## src/rtl/lzss_pkg.sv

```systemverilog
// lzss_pkg: definitions shared by the LZSS encoder/decoder slice.
//   - codeword field positions and widths (flag, literal, offset, length)
//   - decoder FSM state encoding
//   - default sliding-window depth
// No ports; imported with `import lzss_pkg::*;`.
package lzss_pkg;

    localparam int LZSS_WIN_DEPTH = 32;

    // 11-bit codeword layout.
    //   literal: [10]=0, [9:2]=byte,                 [1:0]=0
    //   match  : [10]=1, [9:5]=offset, [4:2]=length, [1:0]=0
    localparam int CW_W     = 11;
    localparam int FLAG_BIT = 10;
    localparam int LIT_LSB  = 2;
    localparam int LIT_W    = 8;
    localparam int OFF_LSB  = 5;
    localparam int OFF_W    = 5;
    localparam int LEN_LSB  = 2;
    localparam int LEN_W    = 3;

    typedef enum logic [1:0] {
        S_IDLE  = 2'd0,
        S_COPY  = 2'd1,
        S_FLUSH = 2'd2,
        S_DONE  = 2'd3
    } dec_state_t;

endpackage

```

## src/rtl/lzss_decoder_if.sv

```systemverilog
// lzss_decoder_if: codeword input and rebuilt-word output of the LZSS decoder.
//   codeword/cw_valid/enc_finish : from the encoder side
//   busy                         : decoder cannot take a codeword
//   data/data_valid/byte_num     : rebuilt 32-bit words, first byte in [7:0]
//
// Handshake: a codeword transfers on a rising edge where cw_valid=1 and
// busy=0; while busy=1 the source must hold or drop it. data_valid is a
// one-cycle strobe with no back-pressure: the sink must take data that cycle.
// enc_finish is a one-cycle pulse and needs no acknowledge.
interface lzss_decoder_if;
    import lzss_pkg::*;

    logic [CW_W-1:0] codeword;
    logic            cw_valid;
    logic            enc_finish;
    logic            busy;
    logic [31:0]     data;
    logic            data_valid;
    logic [2:0]      byte_num;

    modport master (
        output codeword, cw_valid, enc_finish,
        input  busy, data, data_valid, byte_num
    );

    modport slave (
        input  codeword, cw_valid, enc_finish,
        output busy, data, data_valid, byte_num
    );

endinterface

```

## src/rtl/lzss_word_packer.sv

```systemverilog
// lzss_word_packer: collects bytes into 32-bit little-endian words.
//   clk, reset    : clock, synchronous active-high reset
//   push/push_byte: append one byte to the pack
//   flush         : emit a partial word (1..3 bytes) if the pack is non-empty
//   data          : packed word, first byte in [7:0], unused bytes 0
//   data_valid    : one-cycle strobe, data/byte_num hold until the next one
//   byte_num      : valid bytes in data (1..4)
//   empty         : pack currently holds no bytes
module lzss_word_packer (
    input  logic        clk,
    input  logic        reset,
    input  logic        push,
    input  logic [7:0]  push_byte,
    input  logic        flush,
    output logic [31:0] data,
    output logic        data_valid,
    output logic [2:0]  byte_num,
    output logic        empty
);

    logic [31:0] pack_q;
    logic [1:0]  cnt_q;

    assign empty = (cnt_q == 2'd0);

    always_ff @(posedge clk) begin
        if (reset) begin
            pack_q     <= '0;
            cnt_q      <= '0;
            data       <= '0;
            data_valid <= 1'b0;
            byte_num   <= '0;
        end else begin
            data_valid <= 1'b0;
            if (push) begin
                if (cnt_q == 2'd3) begin
                    // 4th byte goes straight to the output word.
                    data       <= {push_byte, pack_q[23:0]};
                    byte_num   <= 3'd4;
                    data_valid <= 1'b1;
                    pack_q     <= '0;
                    cnt_q      <= '0;
                end else begin
                    pack_q[{cnt_q, 3'b000} +: 8] <= push_byte;
                    cnt_q                        <= cnt_q + 2'd1;
                end
            end else if (flush && cnt_q != 2'd0) begin
                data       <= pack_q;
                byte_num   <= {1'b0, cnt_q};
                data_valid <= 1'b1;
                pack_q     <= '0;
                cnt_q      <= '0;
            end
        end
    end

endmodule

```

## src/rtl/lzss_decoder.sv

```systemverilog
// lzss_decoder: rebuilds the byte stream from 11-bit LZSS codewords using a
// circular sliding window, and repacks it into 32-bit words.
//   clk, reset : clock, synchronous active-high reset
//   dec_if     : codeword in / busy / rebuilt words out (lzss_decoder_if.slave)
//   dec_num    : codewords consumed, saturating
//   finish     : stream fully flushed, held until reset
//   err        : sticky format error (only with LZSS_DEC_ERRCHK_EN, else 0)
//   state_dbg  : current FSM state
// Build option: define LZSS_DEC_ERRCHK_EN to flag L=0 matches and distances
// reaching past the bytes written so far.
module lzss_decoder
    import lzss_pkg::*;
#(
    parameter int WIN_DEPTH = LZSS_WIN_DEPTH,
    parameter int NUM_W     = 12
) (
    input  logic             clk,
    input  logic             reset,
    lzss_decoder_if.slave    dec_if,
    output logic [NUM_W-1:0] dec_num,
    output logic             finish,
    output logic             err,
    output dec_state_t       state_dbg
);

    localparam int AW = $clog2(WIN_DEPTH);

    dec_state_t       state_q, state_d;
    logic [7:0]       window_q [WIN_DEPTH];
    logic [AW-1:0]    wp_q;
    logic [OFF_W:0]   dist_q;
    logic [LEN_W-1:0] rem_q;
    logic             finish_pend_q;
    logic             busy_q;

    logic             cw_flag;
    logic [LIT_W-1:0] cw_lit;
    logic [OFF_W-1:0] cw_off;
    logic [LEN_W-1:0] cw_len;
    logic             accept;
    logic [AW-1:0]    rd_idx;
    logic             wr_en;
    logic [7:0]       wr_byte;
    logic             flush;
    logic             pack_empty;
    logic             unused_pad;

    assign cw_flag    = dec_if.codeword[FLAG_BIT];
    assign cw_lit     = dec_if.codeword[LIT_LSB +: LIT_W];
    assign cw_off     = dec_if.codeword[OFF_LSB +: OFF_W];
    assign cw_len     = dec_if.codeword[LEN_LSB +: LEN_W];
    assign unused_pad = ^dec_if.codeword[1:0];

    assign accept      = dec_if.cw_valid && !busy_q;
    assign dec_if.busy = busy_q;
    assign state_dbg   = state_q;

    // Distance 32 truncates to 0, which lands on the oldest byte: correct mod 32.
    assign rd_idx = wp_q - dist_q[AW-1:0];

    // State register
    always_ff @(posedge clk) begin
        if (reset) state_q <= S_IDLE;
        else       state_q <= state_d;
    end

    // Next-state logic. A codeword accepted alongside enc_finish wins; the
    // flush starts once the decoder is idle with nothing being accepted.
    always_comb begin
        state_d = state_q;
        case (state_q)
            S_IDLE: begin
                if (accept) begin
                    if (cw_flag && cw_len != '0) state_d = S_COPY;
                end else if (finish_pend_q || dec_if.enc_finish) begin
                    state_d = S_FLUSH;
                end
            end
            S_COPY:  if (rem_q == LEN_W'(1)) state_d = S_IDLE;
            S_FLUSH: state_d = S_DONE;
            default: state_d = S_DONE;
        endcase
    end

    // Output logic: window write / packer push and flush request
    always_comb begin
        wr_en   = 1'b0;
        wr_byte = '0;
        flush   = 1'b0;
        case (state_q)
            S_IDLE: begin
                if (accept && !cw_flag) begin
                    wr_en   = 1'b1;
                    wr_byte = cw_lit;
                end
            end
            S_COPY: begin
                wr_en   = 1'b1;
                wr_byte = window_q[rd_idx];
            end
            S_FLUSH: flush = 1'b1;
            default: ;
        endcase
    end

    always_ff @(posedge clk) begin
        if (reset) begin
            wp_q          <= '0;
            dist_q        <= '0;
            rem_q         <= '0;
            finish_pend_q <= 1'b0;
            busy_q        <= 1'b0;
            dec_num       <= '0;
            finish        <= 1'b0;
            for (int i = 0; i < WIN_DEPTH; i++) window_q[i] <= '0;
        end else begin
            busy_q <= (state_d != S_IDLE);
            if (dec_if.enc_finish) finish_pend_q <= 1'b1;
            if (accept && dec_num != '1) dec_num <= dec_num + 1'b1;
            if (state_q == S_IDLE && accept && cw_flag) begin
                dist_q <= {1'b0, cw_off} + 1'b1;
                rem_q  <= cw_len;
            end
            if (state_q == S_COPY) rem_q <= rem_q - 1'b1;
            if (wr_en) begin
                window_q[wp_q] <= wr_byte;
                wp_q           <= wp_q + 1'b1;
            end
            // A partial word leaves on the S_FLUSH edge; finish follows one
            // cycle later so it never coincides with the last data strobe.
            if ((state_q == S_FLUSH && pack_empty) || state_q == S_DONE)
                finish <= 1'b1;
        end
    end

`ifdef LZSS_DEC_ERRCHK_EN
    logic [AW:0] wr_cnt_q;
    logic        err_q;

    always_ff @(posedge clk) begin
        if (reset) begin
            wr_cnt_q <= '0;
            err_q    <= 1'b0;
        end else begin
            if (wr_en && wr_cnt_q != (AW+1)'(WIN_DEPTH)) wr_cnt_q <= wr_cnt_q + 1'b1;
            if (state_q == S_IDLE && accept && cw_flag) begin
                if (cw_len == '0) err_q <= 1'b1;
                if ((int'(cw_off) + 1) > int'(wr_cnt_q)) err_q <= 1'b1;
            end
        end
    end

    assign err = err_q;
`else
    assign err = 1'b0;
`endif

    lzss_word_packer u_packer (
        .clk        (clk),
        .reset      (reset),
        .push       (wr_en),
        .push_byte  (wr_byte),
        .flush      (flush),
        .data       (dec_if.data),
        .data_valid (dec_if.data_valid),
        .byte_num   (dec_if.byte_num),
        .empty      (pack_empty)
    );

endmodule

```

## src/flat_wrapper.sv

```systemverilog
// flat-port wrapper written by rule: the top's interface ports become plain ports
module lzss_decoder_flat import lzss_pkg::*;
#(
    parameter int WIN_DEPTH = LZSS_WIN_DEPTH,
    parameter int NUM_W     = 12
)
  (clk, reset, dec_num, finish, err, state_dbg, dec_if_codeword, dec_if_cw_valid, dec_if_enc_finish, dec_if_busy, dec_if_data, dec_if_data_valid, dec_if_byte_num);
  lzss_decoder_if dec_if_i ();
  input  logic clk;
  input  logic reset;
  output logic [NUM_W-1:0] dec_num;
  output logic finish;
  output logic err;
  output dec_state_t state_dbg;
  input wire logic [$bits(dec_if_i.codeword)-1:0] dec_if_codeword;
  input wire logic [$bits(dec_if_i.cw_valid)-1:0] dec_if_cw_valid;
  input wire logic [$bits(dec_if_i.enc_finish)-1:0] dec_if_enc_finish;
  output wire logic [$bits(dec_if_i.busy)-1:0] dec_if_busy;
  output wire logic [$bits(dec_if_i.data)-1:0] dec_if_data;
  output wire logic [$bits(dec_if_i.data_valid)-1:0] dec_if_data_valid;
  output wire logic [$bits(dec_if_i.byte_num)-1:0] dec_if_byte_num;
  assign dec_if_i.codeword = dec_if_codeword;
  assign dec_if_i.cw_valid = dec_if_cw_valid;
  assign dec_if_i.enc_finish = dec_if_enc_finish;
  assign dec_if_busy = dec_if_i.busy;
  assign dec_if_data = dec_if_i.data;
  assign dec_if_data_valid = dec_if_i.data_valid;
  assign dec_if_byte_num = dec_if_i.byte_num;
  lzss_decoder #(.WIN_DEPTH(WIN_DEPTH), .NUM_W(NUM_W)) u_core (.clk(clk), .reset(reset), .dec_if(dec_if_i), .dec_num(dec_num), .finish(finish), .err(err), .state_dbg(state_dbg));
endmodule
```

## config.mk

```make
export PLATFORM = sky130hd
export DESIGN_NAME = lzss_decoder_flat
export DESIGN_NICKNAME = d
export VERILOG_FILES = /design/src/rtl/lzss_pkg.sv /design/src/rtl/lzss_decoder_if.sv /design/src/rtl/lzss_word_packer.sv /design/src/rtl/lzss_decoder.sv /design/src/flat_wrapper.sv
export SDC_FILE = /design/constraint.sdc
export NUM_CORES = 1
export LEC_CHECK = 0
export CORE_MARGIN = 4
export CORE_UTILIZATION = 57
export CTS_BUF_LIST = sky130_fd_sc_hd__clkbuf_4 sky130_fd_sc_hd__clkbuf_8
export DETAILED_ROUTE_END_ITERATION = 6
export PLACE_DENSITY_LB_ADDON = 0.2
export SLEW_MARGIN = 20
export SYNTH_ARGS = -nofsm -noshare
export SYNTH_HDL_FRONTEND = slang
export SYNTH_SLANG_ARGS = --single-unit
```

## constraint.sdc

```tcl
create_clock -name clk -period 3.2 [get_ports clk]
set_input_delay 0.32 -clock clk [delete_from_list [all_inputs] [get_ports clk]]
set_output_delay 0.32 -clock clk [all_outputs]
set_load 0.02 [all_outputs]
```

==> impl_metrics.tcl <==
set metrics [dict create \
    die_x_um 173.9 \
    antenna_found_initial 0 \
    violations "setup timing" \
    power.leakage_nw 6.884 \
    gp_congestion 0.8519 \
    start_kind "flop" \
    syn_nets 1316 \
    grt_pass1_wl_mm 57.15 \
    start_util_pct 58.04 \
    clk_path_buf_depth 3 \
    synth_common_cells "306 x nor2_1, 256 x edfxtp_1, 117 x nand2_1" \
    drt_iter0_drc 1145 \
    cpMostUsedCell "buf_12" \
    grt_use_total_pct 23.95 \
    insertion_delay_ns 0.58 \
    synthToLayoutAreaGrowth_pct 21.83 \
    clkTransAtPathRegs_ns 0.06 \
    place_ws_ns 0.01015 \
    final_layout_size_suffix_gt1_share_pct 22.85 \
    vias_per_cell 5.889 \
    portBuffers 64 \
    core_um2 27030 \
    h-tree-depth 2 \
    rsz0062_at_grt "yes" \
    run_status "finished, violations left" \
    max_slew_margin_pct 35.39 \
    fin_skew_ns 0.02490 \
    final.min_clock_period_ns 3.215 \
    cts.sinks 356 \
    path_class "flop to flop" \
    synth_top_area_share_pct 49.01 \
    critical_path_arrival_ns 3.54 \
    root_buffer "clkbuf_8" \
    grt_overflow 0 \
    syn_area_per_cell_um2 12.22 \
    detail_route.drc_violations 0 \
    ant_nets 0 \
    vias 10718 \
    synthFlopType "edfxtp_1" \
    max_slew.worst_pin.slew_ns 0.9609 \
    fin_crit_sh_pct 100.5 \
    power_density_nw_per_um2 711.3 \
    num_rows 60 \
    ys_async_sr_fraction_pct 0 \
    timing_hold_violations_final 0 \
    synth_area_leaders "edfxtp_1 49%, dfxtp_1 13%, mux4_2 9.2%" \
    synth.cell_area_um2 15690 \
    critPathSlowestCell "fa_2" \
    syn_inst 1284 \
    drtPass1Iterations 6 \
    dieArea_um2 30240 \
    numCtsBuffers 55 \
    fmax_ghz 0.3110 \
    yosysMostFrequentCell "nor2_1" \
    setup_ws_ns -0.01513 \
    report.final.slew_viol_count 0 \
    grt_pass1_vias 10278 \
    totalWireLength_mm 40.08 \
    hold_ws_ns 0.09473 \
    hpwl_mm 24.92 \
    startpoint "u_core.wp_q[0]" \
    synth_seq_area_share_pct 61.77 \
    rrSetupSlack_ns -0.02 \
    maxCapViolations 0 \
    n_antenna_cell 0 \
    wl_per_cell_um 22.02 \
    vdd_ir_drop_max_mv 0.3958 \
    cp_slowest_stage_delay_ns 0.61 \
    io_pins 68 \
    die_h_um 173.9 \
    grt_start_max_net_pins 62 \
    ys_types 56 \
    ys_warn_count 0 \
    worstHoldStart "reset" \
    crit_required_ns 3.52 \
    finalSetupViolCount 10 \
    end_kind "flop" \
    hold_class "primary input to flop" \
    r2r_start "u_core.wp_q[0]" \
    synth_edf_count 256 \
    synth_seq_cells 356 \
    nets 1470 \
    tritoncts "built" \
    worstPathMaxFanout 8 \
    path_cells "inv_2, ha_4, fa_2, buf_12, buf_12, buf_8, mux4_2, a2111o_1, a41oi_4, buf_4, clkbuf_16, nor2_1" \
    synth_area_leader_cell "edfxtp_1" \
]
[logic make-up after synthesis]
logic type      share of synthesized area (%)
simple gates                            15.74
flops                                   61.77
compound gates                          5.767
buf+inv                                 3.047
mux                                     11.04
xor+xnor                                1.212
fa+ha+maj                               1.404
other cells                           0.02391
[where the power goes]
group / total, mW / internal, mW / leakage, nW / switching, mW
Combinational: 4.63 / 2.15 / 2.86 / 2.48
Sequential: 5.23 / 5.13 / 3.43 / 0.0975
Clock: 3.73 / 2.07 / 0.593 / 1.66
Total: 13.6 / 9.35 / 6.88 / 4.24
[critical path: cells and delay by family, from the launching register on]
family	cells	cell delay, ns
adder cells (fa/ha/maj)	2	0.76
buffers and inverters	6	0.79
AND/OR/NAND/NOR	1	0.04
multiplexers	1	0.34
flip-flops	1	0.33
AO/OA/AOI/OAI	2	0.71
[sequential cells by signal, indices dropped and copies added (netlist names), 3 cells and up]
signal,count
u_core.window_q,256
u_core.wp_q,5
u_core.u_packer.pack_q,32
u_core.dec_num,12
u_core.rem_q,3
u_core.u_packer.data,32
u_core.dist_q,5
u_core.u_packer.byte_num,3
[cell type report]
type,count,area (µm²)
clock buffer,89,1056
clock inverter,9,38.79
fill,1867,7915
inverter,13,48.80
multi-input combinational,830,5717
sequential,356,9691
tap,341,426.7
timing repair buffer,182,2133
[metrics by stage]
step	total power [mW]	instances	setup TNS (ns)	utilization [%]	instance area, µm²
detailed placement	9.049	1691	0	63.71	17220
finish	13.59	1820	-0.08264	70.71	19110
floorplan	7.648	1284	0	-	15690
CTS	12.76	1789	0	67.81	18330
global placement	8.991	1691	0	63.71	17220
global route	14.09	1820	-4.059	70.71	19110
[what timing repair did]
action / CTS / global route
setup endpoints to repair: 33 / 249
endpoints found under the hold margin: 0 / 0
pin swaps: 3 / 8
resized for setup: 4 / 60
gates cloned: 0 / 16
hold buffers: 0 / 0
setup buffers: 0 / 15
[worst paths after layout]
kind                                            endpoint  cells past startpoint
worst max-delay path               u_core.window_q[2][7]                     12
worst min-delay path                      u_core.wp_q[0]                      2
worst max register to register     u_core.window_q[2][7]                     12
worst min register to register  u_core.u_packer.data[12]                      2
[cells in the final DEF, fill, tap and decap left out, types with 4 or more instances in the layout]
master / instances
buf_6: 5
inv_1: 12
nor3_1: 4
clkdlybuf4s50_1: 63
a21oi_1: 69
and3_1: 10
dfxtp_1: 99
nand3_1: 31
o21ai_1: 6
mux2i_1: 24
nor2_1: 285
mux2i_2: 5
clkbuf_4: 27
clkbuf_16: 15
nor2_2: 12
nand4_1: 6
xnor2_1: 5
buf_4: 72
nand2b_1: 36
and4_4: 6
edfxtp_1: 256
clkinv_2: 4
ha_1: 15
and2_1: 14
a211oi_1: 14
buf_12: 25
o21ai_0: 21
mux4_2: 64
a31oi_1: 6
clkbuf_8: 62
nand2_1: 117
xor2_1: 13
clkinv_1: 5
nor2_4: 15
[per-layer routing]
metal	share of wire [%]	GRT usage [%]
met4	2.3	6.368
met1	40	33.10
met2	49	40.06
met5	0	0
met3	8.6	4.002
Note: power is estimated with default switching activity, not from simulation.
